File: config.mk
export PLATFORM = sky130hd
export DESIGN_NAME = writeback_stage
export DESIGN_NICKNAME = d
export VERILOG_FILES = /design/src/rtl/mips_pkg.sv /design/src/rtl/load_extend.sv /design/src/rtl/writeback_stage.sv
export SDC_FILE = /design/constraint.sdc
export NUM_CORES = 1
export LEC_CHECK = 0
export CAP_MARGIN = 20
export CELL_PAD_IN_SITES_DETAIL_PLACEMENT = 0
export CELL_PAD_IN_SITES_GLOBAL_PLACEMENT = 1
export CORE_ASPECT_RATIO = 1.25
export CORE_MARGIN = 5
export CORE_UTILIZATION = 40
export CTS_BUF_LIST = sky130_fd_sc_hd__clkbuf_8
export CTS_CLUSTER_DIAMETER = 60
export DETAILED_ROUTE_END_ITERATION = 10
export GPL_TIMING_DRIVEN = 0
export PLACE_DENSITY_LB_ADDON = 0.1
export SLEW_MARGIN = 25
export SYNTH_ARGS = -nofsm -noshare
export SYNTH_HDL_FRONTEND = slang
export SYNTH_SLANG_ARGS = --single-unit
File: constraint.sdc
create_clock -name clock -period 9.49 [get_ports clock]
set_input_delay 0.949 -clock clock [delete_from_list [all_inputs] [get_ports clock]]
set_output_delay 0.949 -clock clock [all_outputs]
set_load 0.02 [all_outputs]
File: src/rtl/mips_pkg.sv
//------------------------------------------------------------------------------
// mips_pkg : shared write-back encodings for the MIPS32 core
// Revision : 1.0 - initial release
//------------------------------------------------------------------------------
`default_nettype none

package mips_pkg;

    localparam logic [1:0] WB_SEL_ALU  = 2'b00;
    localparam logic [1:0] WB_SEL_MEM  = 2'b01;
    localparam logic [1:0] WB_SEL_LINK = 2'b10;

    typedef enum logic [2:0] {
        LD_B  = 3'd0,
        LD_BU = 3'd1,
        LD_H  = 3'd2,
        LD_HU = 3'd3,
        LD_W  = 3'd4
    } ld_type_e;

    localparam int REG_ZERO = 0;

endpackage

`default_nettype wire

File: src/rtl/load_extend.sv
//------------------------------------------------------------------------------
// load_extend : selects and sign/zero-extends the loaded byte, half or word
// Revision    : 1.0 - initial release
//------------------------------------------------------------------------------
`default_nettype none

module load_extend
    import mips_pkg::*;
#(
    parameter int DATA_W = 32
) (
    input  logic [DATA_W-1:0] i_mem,
    input  logic [2:0]        i_ld_type,
    input  logic [1:0]        i_addr_lo,
    output logic [DATA_W-1:0] o_word
);

    logic [7:0]  w_byte;
    logic [15:0] w_half;

    // Little-endian lane select: byte k lives at bits [8k+7:8k].
    assign w_byte = i_mem[{i_addr_lo, 3'b000} +: 8];
    assign w_half = i_mem[{i_addr_lo[1], 4'b0000} +: 16];

    always_comb begin
        o_word = i_mem;
        case (i_ld_type)
            LD_B:    o_word = {{(DATA_W-8){w_byte[7]}}, w_byte};
            LD_BU:   o_word = {{(DATA_W-8){1'b0}}, w_byte};
            LD_H:    o_word = {{(DATA_W-16){w_half[15]}}, w_half};
            LD_HU:   o_word = {{(DATA_W-16){1'b0}}, w_half};
            default: o_word = i_mem;
        endcase
    end

endmodule

`default_nettype wire

File: src/rtl/writeback_stage.sv
//------------------------------------------------------------------------------
// writeback_stage : MEM/WB pipeline register, write-back mux and forwarding tap
// Revision        : 1.0 - initial release
//------------------------------------------------------------------------------
`default_nettype none

module writeback_stage
    import mips_pkg::*;
#(
    parameter int DATA_W = 32,
    parameter int REG_W  = 5,
    parameter int CNT_W  = 32
) (
    input  logic              clock,
    input  logic              reset,
    input  logic              stall,
    input  logic              flush,
    input  logic              in_valid,
    input  logic              in_regwrite,
    input  logic [REG_W-1:0]  in_dest,
    input  logic [1:0]        in_wb_sel,
    input  logic [2:0]        in_ld_type,
    input  logic [1:0]        in_addr_lo,
    input  logic [DATA_W-1:0] in_alu,
    input  logic [DATA_W-1:0] in_mem,
    input  logic [DATA_W-1:0] in_pc4,
    output logic [REG_W-1:0]  WriteRegister,
    output logic [DATA_W-1:0] WriteData_reg,
    output logic              RegWrite,
    output logic              fwd_valid,
    output logic [REG_W-1:0]  fwd_reg,
    output logic [DATA_W-1:0] fwd_data,
    output logic [CNT_W-1:0]  retire_count
);

    logic              r_wb_valid;
    logic              r_wb_regwrite;
    logic [REG_W-1:0]  r_wb_dest;
    logic [1:0]        r_wb_sel;
    logic [2:0]        r_wb_ld_type;
    logic [1:0]        r_wb_addr_lo;
    logic [DATA_W-1:0] r_wb_alu;
    logic [DATA_W-1:0] r_wb_mem;
    logic [DATA_W-1:0] r_wb_pc4;
    logic              r_written;
    logic [CNT_W-1:0]  r_retire;

    logic              w_writes_gpr;
    logic              w_regwrite;
    logic [DATA_W-1:0] w_load;
    logic [DATA_W-1:0] w_wdata;

    always_ff @(posedge clock or posedge reset) begin
        if (reset) begin
            r_wb_valid    <= 1'b0;
            r_wb_regwrite <= 1'b0;
            r_wb_dest     <= '0;
            r_wb_sel      <= '0;
            r_wb_ld_type  <= '0;
            r_wb_addr_lo  <= '0;
            r_wb_alu      <= '0;
            r_wb_mem      <= '0;
            r_wb_pc4      <= '0;
            r_written     <= 1'b0;
        end else if (!stall) begin
            r_wb_valid    <= in_valid & ~flush;
            r_wb_regwrite <= in_regwrite;
            r_wb_dest     <= in_dest;
            r_wb_sel      <= in_wb_sel;
            r_wb_ld_type  <= in_ld_type;
            r_wb_addr_lo  <= in_addr_lo;
            r_wb_alu      <= in_alu;
            r_wb_mem      <= in_mem;
            r_wb_pc4      <= in_pc4;
            r_written     <= 1'b0;
        end else if (w_regwrite) begin
            // The register file has taken the write; suppress repeats while held.
            r_written     <= 1'b1;
        end
    end

    always_ff @(posedge clock or posedge reset) begin
        if (reset) begin
            r_retire <= '0;
        end else if (r_wb_valid && !stall) begin
            r_retire <= r_retire + CNT_W'(1);
        end
    end

    load_extend #(
        .DATA_W (DATA_W)
    ) u_load_extend (
        .i_mem     (r_wb_mem),
        .i_ld_type (r_wb_ld_type),
        .i_addr_lo (r_wb_addr_lo),
        .o_word    (w_load)
    );

    assign w_writes_gpr = r_wb_valid & r_wb_regwrite & (r_wb_dest != REG_W'(REG_ZERO));
    assign w_regwrite   = w_writes_gpr & ~r_written;

    always_comb begin
        w_wdata = r_wb_alu;
        case (r_wb_sel)
            WB_SEL_MEM:  w_wdata = w_load;
            WB_SEL_LINK: w_wdata = r_wb_pc4;
            default:     w_wdata = r_wb_alu;
        endcase
    end

    assign WriteRegister = r_wb_dest;
    assign WriteData_reg = w_wdata;
    assign RegWrite      = w_regwrite;
    // Forwarding ignores the written flag so dependants still see the value while stalled.
    assign fwd_valid     = w_writes_gpr;
    assign fwd_reg       = r_wb_dest;
    assign fwd_data      = w_wdata;
    assign retire_count  = r_retire;

endmodule

`default_nettype wire

# Yosys cells after proc, flatten, opt, wreduce, memory -nomap -nowiden
# Cells that the tools add are included.
totals:
  ff_bits: 143
  input_bits: 114
  out_inout_bits: 108
op_classes:
  n_reduce_logical: 4
  n_addsub: 1
  bitwise_logic: 6
  n_eq_ne: 6
  mux: 4
  shift: 2
op_table:
  columns: ["operator", "n"]
  rows:
  - ["32-bit case mux with 4 select lines", 1]
  - ["32-bit case mux with 2 select lines", 1]
  - ["32-bit by 1-bit adder with 32-bit output (second input constant)", 1]
  - ["32-bit by 6-bit indexed part select with 16-bit output", 1]
  - ["32-bit by 6-bit indexed part select with 8-bit output", 1]
  - ["3-bit by 2-bit equality test with 1-bit output (second input constant)", 2]
  - ["5-bit nonzero test", 1]
  - ["1-bit AND", 4]
  - ["3-bit by 1-bit equality test with 1-bit output (second input constant)", 1]
  - ["3-bit zero test", 1]
  - ["2-bit by 1-bit equality test with 1-bit output (second input constant)", 1]
  - ["2-bit equality test (second input constant)", 1]
  - ["1-bit 2-to-1 mux", 2]
  - ["2-bit by 1-bit inequality test with 1-bit output (second input constant)", 1]
  - ["1-bit NOT", 2]
  - ["1-bit logical AND", 1]
  - ["1-bit zero test", 1]

# Depth between registers and ports, before layout
depth:
  ltp_word: 5
  depth_mapped: 9
  depth_no_buf: 6

# Hierarchy
# From an unflattened synthesis, not the netlist that was laid out.
unflattened:
  cells_unflattened: 642
  area_unflattened_um2: 7228.2
modules_own_cells:
  columns: ["module", "area_each_um2", "cells_per_inst", "n_inst", "seq_area_each_um2"]
  rows:
  - ["writeback_stage", 6520.0, 525, 1, 3578.4]
  - ["load_extend", 708.2, 117, 1, 0.0]

# Worst setup path before layout
# Ideal clock, no wire load.
synth_timing:
  path_type: "register -> output"
  from: "register r_wb_sel[1]"
  to: "output port fwd_data[16]"
  t_required_ns: 8.541
  n_path_buf: 4
  setup_slack_ns: 6.488
  path_stages_with_launch: 10
  t_arrival_ns: 2.053
  cell_sequence: "dfrtp_1 -> inv_1 -> ha_1 -> clkbuf_1 -> and2_1 -> clkbuf_1 -> buf_2 -> a22oi_1 -> o211ai_1 -> buf_4"
synth_between:
  elab_chain_cells: 2
synth_rtl:
  columns: ["item", "line", "rtl"]
  rows:
  - ["start, declared", "writeback_stage.sv:39", "logic [1:0] r_wb_sel;"]
  - ["start signal, assigned", "writeback_stage.sv:69", "r_wb_sel <= in_wb_sel;"]
  - ["2-bit equality test / 2-bit by 1-bit equality test with 1-bit output (equally long branches)", "writeback_stage.sv:104", "case (r_wb_sel)"]
  - ["32-bit case mux with 2 select lines *", "writeback_stage.sv:104", null]
  - ["end, declared", "writeback_stage.sv:32", "output logic [DATA_W-1:0] fwd_data,"]
# Mark *: on every way between the ends. The rest lies on a longest branch, timed or not.

# Worst setup path after layout
layout_timing:
  from: "register r_wb_sel[1]"
  to: "output port fwd_data[30]"
# The elaborated chain is that of the path after synthesis.

==> PnR_summary.wiki <==
{| class="wikitable"
! Metric !! Value
|-
| Share of synthesized registers carrying an async set or reset || 1.00
|-
| Final std cell area, no fill || a little under 0.01 sq mm
|-
| Fill cell total of the finished layout || about 1500
|-
| Highest Clock Rate || about 230 MHz
|-
| Synthesized-area fraction occupied by adder cells || 0.00541
|-
| Setup total negative slack || 0 ns
|-
| Port Buf Inserts || 220
|-
| # resized after CTS || 0
|-
| Number of clock sinks || roughly 140
|-
| Power Density || approximately 180 mW/mm^2
|-
| H-tree levels || 4
|-
| Cell depth of the worst flop-to-flop path || 5
|-
| Die height || between 150 and 200 um
|-
| Parity-gate share of the synthesized area counting xor and xnor cells || 0.0392
|-
| Number of max-cap violations || 0
|-
| Setup violations, final || 0
|-
| TritonRoute pass-1 iters || 6
|-
| Post-Synthesis Cell Area || 0.00693 sq mm
|-
| Routed length per placed instance || 19.0 um
|-
| Final hold viol count || 0
|-
| Data required time of the critical path || between 8 and 9 ns
|-
| Diodes inserted || 0
|-
| Min setup slack post-route || ~5.2 ns
|-
| Wire length of the first global-routing pass || 31100 um
|-
| Tmin final || ~4.3 ns
|-
| Status || finished clean
|-
| Startpoint of the worst hold path || retire_count[31]
|-
| Tcrit/Tclk final || 0.452
|-
| Max-slew headroom || 0.494
|-
| Maximum clock insertion buffer count || 2
|-
| Overflow left after global routing || 0
|-
| Core Area || 0.0169 sq mm
|-
| Number of global-route vias before repair || roughly 5700
|-
| Reg2Reg Capture Point || retire_count[26]
|-
| Residual DRC count || 0
|-
| Die ar. || approximately 0.02 sq mm
|-
| CTS root buf || clkbuf_8
|-
| Number of buffers created by CTS || 17
|-
| Netlist cell types || 42
|-
| Via count of the routed design || approximately 5300
|-
| Core Rows || 53
|-
| Weighted congestion reported at the end of routability-driven placement || slightly below 0.8
|-
| Compound-gate portion of the synthesized area || 0.0886
|-
| Setup crit end kind || output pin
|-
| # nets final || ~930
|-
| Leakage power of the design || roughly 4 nW
|-
| Final count of pins violating max slew || 0
|-
| Pin count of the biggest net entering global routing || between 70 and 80
|-
| Flip-flop cell with the highest count after synthesis || dfrtp_1
|-
| Number of buffers added for setup after CTS || 0
|-
| Setup Skew || 0.0131 ns
|-
| Placed Instance Area || between 0.009 and 0.01 sq mm
|-
| Detailed placement HPWL || ~16000 um
|-
| Critical path launch point || r_wb_sel[1]
|-
| RSZ-0062 raised after global routing || no
|-
| Startpoint Class || flop
|-
| Die Wd || about 130 um
|-
| Average cell area after synthesis || approximately 12 sq um
|-
| Worst Tran Pin Value || between 0.7 and 0.8 ns
|-
| Worst hold slack || about 0.47 ns
|-
| Cell count after synthesis || roughly 580
|-
| Yosys warnings || 0
|-
| CTS clk-pin slew, worst paths || around 0.080 ns
|-
| Number of flops mapped to enable cells by yosys || 0
|-
| Synth Area in Simple Gates || 0.0899
|-
| Starting DRC count in detailed routing || slightly below 200
|-
| Synthesis-to-layout area growth || 41.7%
|-
| TritonCTS clock tree || built
|-
| Final routed wirelength across all metal layers || around 20000 um
|-
| Crit Path Max Fanout || 10
|-
| Total power || around 1.8 mW
|-
| Global-route usage over all layers || 0.201
|-
| Post-synth net total || 692
|-
| Sequential area share after synthesis || 0.516
|-
| Path type of the worst setup path || flop to output pin
|-
| Worst min-delay path class || flop to flop
|-
| Endpoint of the most critical setup path || fwd_data[30]
|-
| Seq cells post-synth || about 140
|-
| Minimum setup slack after placement || 5.65 ns
|-
| Arrival time of the worst setup path || 3.34 ns
|-
| Effective utilization at floorplan || 0.410
|-
| Clock Latency Late Sink || about 0.44 ns
|-
| Beginning of the worst register-to-register path || retire_count[10]
|-
| Post-CTS Hold Buffers || 0
|-
| Number of antenna violations at the first check in global routing || 0
|-
| Remaining antenna violation count after routing || 0
|-
| R2R Setup Slk || slightly below 8 ns
|-
| Worst vdd rail ir drop || 0.000104 V
|-
| I/O pin total || ~220
|-
| Share of layout cells above drive strength 1 || 0.250
|-
| Largest family of logic cells by synthesized area || multiplexers
|-
| Via-per-instance ratio || about 5
|-
| Portion of netlist area occupied by mux cells || 0.196
|}
[synthesized netlist by cell type, drive strengths merged, types with 13 or more instances]
cell type  instances  area [sq um]
dfrtp            143          3580
mux2             119          1340
buf               47           330
nand2             45           169
clkbuf            22          82.6
xnor2             18           158
a21oi             17          88.8
o211ai            17           128
a22oi             16           120
nor2              15          56.3
o221ai            14           123
xor2              13           114
[stage by stage]
stage | std cells | utilization
after floorplan | 575 | -
after global placement | 1015 | 0.557
final | 1048 | 0.581
after CTS | 1048 | 0.581
after detailed placement | 1016 | 0.559
after global routing | 1048 | 0.581
[routing by layer]
metal / track usage / vias to the layer above / part of all wire
met5: 0 / - / 0
met4: 0.0571 / 0 / 0.013
met3: 0.0526 / 14 / 0.058
met2: 0.360 / 146 / 0.53
met1: 0.237 / 2602 / 0.40
li1: - / 2505 / -
[registers in the layout, summed over array words and instances (netlist names)]
name,flops
r_written,1
r_wb_pc4,32
r_wb_mem,32
WriteRegister,5
r_wb_addr_lo,2
r_wb_sel,2
r_wb_alu,32
retire_count,32
r_wb_ld_type,3
r_wb_regwrite,1
r_wb_valid,1
[cell type report]
| type | instances | area (sq um) | area share |
|---|---|---|---|
| Sequential cell | 143 | 3580 | 0.364 |
| Buffer | 69 | 413 | 0.0420 |
| Clock inverter | 13 | 116 | 0.0118 |
| Timing Repair Buffer | 221 | 2230 | 0.227 |
| Tap cell | 220 | 275 | 0.0280 |
| Multi-Input combinational cell | 354 | 2910 | 0.296 |
| Clock buffer | 19 | 262 | 0.0266 |
| Inverter | 9 | 41.3 | 0.00420 |
[where the power goes]
part | leakage [nW] | internal (mW) | switching (mW) | total [mW]
Combinational | 2.14 | 0.310 | 0.278 | 0.588
Clock | 0.187 | 0.221 | 0.237 | 0.458
Sequential | 1.73 | 0.667 | 0.0482 | 0.715
[critical path, cell delays in order, from the launching register on]
cell and delay, ns:
dfrtp_1 0.41, inv_1 0.07, ha_1 0.13, clkbuf_1 0.30, and2_1 0.19, clkbuf_1 0.31, buf_2 0.31, a22oi_1 0.12
o211ai_1 0.32, buf_4 0.16, clkdlybuf4s50_1 0.59
[placed cells by master, fill, tap and decap left out, drive strengths merged, types with 2 or more instances in the layout]
| master | Yosys | layout |
|---|---|---|
| a21oi | 17 | 17 |
| a22oi | 16 | 16 |
| and2 | 2 | 2 |
| and3 | 3 | 3 |
| and4 | 3 | 3 |
| buf | 47 | 48 |
| clkbuf | 22 | 41 |
| clkdlybuf4s50 | 0 | 220 |
| clkinv | 0 | 4 |
| clkinvlp | 0 | 4 |
| dfrtp | 143 | 143 |
| ha | 3 | 3 |
| inv | 9 | 13 |
| mux2 | 119 | 119 |
| nand2 | 45 | 45 |
| nand2b | 6 | 6 |
| nand3 | 11 | 11 |
| nand3b | 2 | 2 |
| nand4 | 8 | 8 |
| nor2 | 15 | 15 |
| nor2b | 11 | 11 |
| nor3 | 2 | 2 |
| nor4 | 3 | 3 |
| o211ai | 17 | 17 |
| o21ai | 2 | 2 |
| o221ai | 14 | 14 |
| o22a | 7 | 7 |
| o22ai | 8 | 8 |
| or3 | 3 | 3 |
| xnor2 | 18 | 18 |
| xor2 | 13 | 13 |
[logic make-up (layout without fill, tap and decap cells)]
logic type	count (synthesis)	after routing
buf+inv	78	331
flops	143	143
mux	120	120
xor+xnor	31	31
compound gates	85	85
fa+ha+maj	3	3
simple gates	115	115
[worst min path at each step]
stage,slack [ns],cells after the start,end
floorplan,0.46,1,r_written
finish,0.47,1,retire_count[31]
CTS,0.48,1,retire_count[31]
global route,0.49,1,retire_count[31]
detailed placement,0.46,1,retire_count[31]
global placement,0.46,1,retire_count[31]
(Power assumes the default switching activity.)
==> patch 1: new RTL, same settings <==
`DATA_W` is set to 32 in 2 places; all go to 48.
--- a/src/rtl/load_extend.sv
+++ b/src/rtl/load_extend.sv
@@ -7,7 +7,7 @@
 module load_extend
     import mips_pkg::*;
 #(
-    parameter int DATA_W = 32
+    parameter int DATA_W = 48
 ) (
     input  logic [DATA_W-1:0] i_mem,
     input  logic [2:0]        i_ld_type,
--- a/src/rtl/writeback_stage.sv
+++ b/src/rtl/writeback_stage.sv
@@ -7,7 +7,7 @@
 module writeback_stage
     import mips_pkg::*;
 #(
-    parameter int DATA_W = 32,
+    parameter int DATA_W = 48,
     parameter int REG_W  = 5,
     parameter int CNT_W  = 32
 ) (
Interface: changed (5 resized); port bits go from 222 to 302. The function was not compared with the original's and may differ.
==> patch 1 against the unedited design <==
Sequential share of layout area is 0.33 points higher; area after synthesis up 32%; total power up 32%; sequential cell count increased by 48; design area grew 32%; clock power is 21% higher; worst setup slack got worse by 0.47 ns; count of clock-buffer cells in the layout is 2 lower; clock skew down 0.0044 ns; first-iteration DRC count increased by 39%; routed wire length rose by 46%; critical endpoint is now fwd_data[44]; highest routed layer is now met5.
==> patch 1: results (changes against the unedited design) <==
[outcome]
outcome = complete, no violations

[layout]
multi_input_gates = 482  ; +36%
inv_count = 7  ; -2
nonClkBufAreaFrac = 0.2823  ; +0.01333
sh_seq_area = 0.3676  ; +0.003317
nNetsFinal = 1264  ; +36%
drive_gt1_frac = 0.2419  ; -0.008094
fill_cells = 2067  ; +39%
diodes = 2  ; +2
buffers = 400  ; +38%
clk_share = 0.03146  ; -0.006998
multi_input_area_share = 0.2880  ; -0.008120

[floorplan]
row_count = 62  ; +17%

[critical_path]
r2r_start = r_wb_valid
r2r-end = retire_count[29]
cp-startpoint = r_wb_sel[0]
r2r_setup_slack_ns = 7.30  ; -0.40 ns
worstSetupEndpoint = fwd_data[44]
slowest_stage = clkdlybuf4s50_1
crit_family = buffers and inverters

[synth]
ys_warn_count = 0  ; unchanged
synthTopCellsByCount = dfrtp_1 (191), mux2_2 (162), nand2_1 (84)
ys_ff_latch = 191  ; +34%
synth_area_leaders = dfrtp_1 (52%), mux2_2 (20%), buf_4 (4.3%)
synth-compound-area-share = 0.07332  ; -0.01528
synth_mux_area_frac = 0.2059  ; +0.009399
synth-xor-area-share = 0.02963  ; -0.009527
synth_fp_nets = 943  ; +36%
ys_types = 39  ; -7.1%
ys_seq_area_frac = 0.5216  ; +0.005514
synthAdderAreaFrac = 0.004096  ; -0.001317

[routing]
first_pass_iters = 4  ; -2
drt_iter0_drc = 276  ; +39%
dr_total_vias = 7164  ; +36%
routed_wl_mm = 29.13  ; +46%

[placement]
dpl_cell_area_sq_mm = 0.01259  ; +33%
hpwl_mm = 22.33  ; +42%
io_buffers = 300  ; +36%
place_congestion = 0.8543  ; +8.6%

[clock_tree]
clock_latency_ns = 0.47  ; +0.03 ns
clkTransAtPathRegs_ns = 0.11  ; +0.03 ns
cts_resized = 0  ; unchanged

[pwr]
p_leak_nw = 5.431  ; +34%
p_int_mw = 1.541  ; +29%
powerSeq_mw = 0.946  ; +32%
pg_comb_mw = 0.819  ; +39%
ir_drop_mv = 0.1051  ; +0.60%

[timing]
finClkSkew_ns = 0.008671  ; -0.004450 ns
slew_headroom = 0.3942  ; -0.09991

[min_path]
min-delay-start = retire_count[31]
hp-class = reg -> reg
whs_endpoint = retire_count[31]

[global_routing]
grt_max_degree = 83  ; +5.1%
grt_pass1_vias = 7473  ; +32%
antenna_found_initial = 3  ; +3
grt_pass1_wl_mm = 43.89  ; +41%
grtUsageTotal = 0.2192  ; +0.01823

patch 1: cell count changes after synthesis, moves of 17 or more:
cell / change
nor2_1: +27
mux2_2: +43
clkbuf_1: +17
dfrtp_1: +48
a221oi_1: +33
nand2_1: +39
patch 1: stage by stage:
step	setup WS, ns	hold slack, ns	util	cells	total power [mW]
after floorplan	3.342	0.4648	-	778	1.403
after global placement	0.3549	0.4734	0.5493	1366	1.779
after detailed placement	5.204	0.4628	0.5520	1368	1.789
after CTS	4.669	0.4902	0.5699	1400	2.347
after global routing	4.450	0.5166	0.5701	1401	2.433
final	4.728	0.4856	0.5702	1402	2.319
patch 1: metal layers:
metal  vias up  share of wire  global-route usage
li1       3338              -                   -
met5         -        0.00048                   0
met1      3588           0.41              0.2672
met4         4          0.015             0.04899
met3        31          0.054             0.05942
met2       203           0.52              0.3902
==> patch 2: new RTL, same flow settings <==
Made on the original files. Reset style: synchronous (`reset`), changed in 2 clocked blocks.
--- a/src/rtl/writeback_stage.sv
+++ b/src/rtl/writeback_stage.sv
@@ -50,7 +50,7 @@
     logic [DATA_W-1:0] w_load;
     logic [DATA_W-1:0] w_wdata;
 
-    always_ff @(posedge clock or posedge reset) begin
+    always_ff @(posedge clock) begin
         if (reset) begin
             r_wb_valid    <= 1'b0;
             r_wb_regwrite <= 1'b0;
@@ -79,7 +79,7 @@
         end
     end
 
-    always_ff @(posedge clock or posedge reset) begin
+    always_ff @(posedge clock) begin
         if (reset) begin
             r_retire <= '0;
         end else if (r_wb_valid && !stall) begin
Formal check against the unedited RTL: differs if reset is asserted again (counterexample within 4 cycles, from zero or initial values and one cycle with reset high); with reset held inactive, the same outputs for 10 cycles.
==> patch 2 against the unedited design <==
Worst setup slack lost 0.025 ns; sequential power shrank 9.1%; design area fell by 0.60%; sequential cell count is the same; routed wire length rose by 11%; area after synthesis shrank 0.58%; utilization down 0.35 points; hold slack improved by 0.028 ns; total power decreased by 16%; critical path type unchanged; critical endpoint is now fwd_data[18]; largest power group unchanged; highest routed layer unchanged.
==> patch 2: results (changes against the unedited design) <==
[clock_tree]
clock_latency_ns = 0.47  ; +0.03 ns
cts_resized = 0  ; unchanged
cts_setup_buffers = 0  ; unchanged
clkTransAtPathRegs_ns = 0.08  ; about the same
clockBufferDepth = 2  ; unchanged

[synth]
synth_area_leaders = dfxtp_1 (42%), mux2i_1 (17%), nor2_1 (7.2%)
synth_fp_nets = 891  ; +29%
ys_warn_count = 0  ; unchanged
ys_seq_area_frac = 0.4152  ; -0.1008
synth_ff_type = dfxtp_1
ys_types = 45  ; +7.1%
synth_cells = 774  ; +35%
synth_edf_count = 0  ; unchanged
synthTopCellsByCount = dfxtp_1 (143), nor2_1 (132), mux2i_1 (118)
async_reset_ff_frac = 0  ; -1.000

[routing]
m1WireLength_mm = 9.068  ; +14%
dr_wl_met2_mm = 11.41  ; +8.3%
routed_wl_mm = 22.11  ; +11%
vias_per_cell = 5.030  ; about the same
dr_total_vias = 6262  ; +19%
drt_iter0_drc = 300  ; +52%
first_pass_iters = 6  ; unchanged
met3_wirelength_mm = 1.015  ; -12%

[layout]
fill_cells = 1603  ; +7.4%
drive_gt1_frac = 0.07520  ; -0.1748
nNetsFinal = 1129  ; +21%

[critical_path]
cp.arrival_ns = 3.36  ; +0.02 ns
slowest_delay_ns = 0.59  ; about the same
r2r_setup_slack_ns = 7.34  ; -0.36 ns
crit_fanout = 10  ; unchanged
r2r-end = retire_count[22]
reg2regPathDepth = 6  ; +1
r2r_start = retire_count[7]

[timing]
setup_tns_ns = 0  ; unchanged
tightest_slew_ns = 0.8659  ; +0.1070 ns
finClkSkew_ns = 0.009241  ; -0.003880 ns

[global_routing]
grt_util_met3 = 0.03790  ; -0.01472
grt_pass1_wl_mm = 33.67  ; +8.4%
grt_use_met2 = 0.3802  ; +0.02022
grt_use_met1 = 0.2634  ; +0.02604
grt_pass1_vias = 6165  ; +9.0%
grtUsageTotal = 0.2178  ; +0.01677
grt_max_degree = 17  ; -78%
antenna_found_initial = 1  ; +1

[min_path]
hp-class = reg -> reg
min-delay-start = r_wb_pc4[19]
hold_depth = 2  ; +1
whs_endpoint = r_wb_pc4[19]

[pwr]
switchingPower_mw = 0.4207  ; -25%
p_leak_nw = 3.787  ; -6.7%
ir_drop_mv = 0.1003  ; -4.0%
power_frac_comb = 0.217  ; -0.117
clkPwrFrac = 0.342  ; +0.082

[outcome]
outcome = complete, no violations

[placement]
io_buffers = 219  ; -0.45%
pre_cts_slack_ns = 5.658  ; +0.01005 ns
place_congestion = 0.8815  ; +12%
hpwl_mm = 17.57  ; +12%
dpl_cell_area_sq_mm = 0.009361  ; -0.90%
dp_cells = 1213  ; +19%

patch 2: cells by family (layout without fill, tap and decap cells):
family,Yosys count,count (layout),share of synthesized area
AOI/OAI and AO/OA,137,137,0.1299
xor gates and xnor gates,11,11,0.01397
adders and majority gates,3,3,0.005445
buffers and inverters,110,360,0.08149
DFF,143,143,0.4152
muxes,122,122,0.1811
other,0,1,0
and+or+nand+nor,248,248,0.1728
patch 2: worst max-delay path by stage:
stage                startpoint      endpoint  slack (ns)
floorplan           r_wb_sel[0]  fwd_data[16]        6.44
global placement    r_wb_sel[0]  fwd_data[18]        5.66
detailed placement  r_wb_sel[0]  fwd_data[30]        5.66
CTS                 r_wb_sel[0]  fwd_data[30]        5.16
global route        r_wb_sel[0]  fwd_data[26]        4.81
finish              r_wb_sel[0]  fwd_data[18]        5.18
patch 2: worst register-to-register path, delay by kind of cell (launching register included):
kind / cells / cell delay [ns]
AND/OR/NAND/NOR: 2 / 0.78
AO/OA/AOI/OAI: 2 / 0.39
flip-flops: 1 / 0.44
buffers and inverters: 2 / 0.40
patch 2: metrics by stage:
| step | utilization | total power, mW | hold slack (ns) |
|---|---|---|---|
| after floorplan | - | 0.8306 | 0.4633 |
| after CTS | 0.5774 | 1.484 | 0.5015 |
| after global routing | 0.5775 | 1.530 | 0.5317 |
| after global placement | 0.5536 | 0.9823 | 0.4734 |
| final | 0.5775 | 1.471 | 0.5016 |
| after detailed placement | 0.5536 | 0.9849 | 0.4840 |
patch 2: area by class of cell:
cell class              count  area [sq um]  share of cell area
inverters                  16         60.06            0.006150
repair buffers            219          2192              0.2245
diodes                      1         2.502           0.0002562
flip-flops and latches    143          2863              0.2931
plain buffers              94         501.7             0.05138
clock buffers              17         234.0             0.02396
well taps                 220         275.3             0.02819
clock inverters            14         167.7             0.01717
multi-input cells         521          3470              0.3553
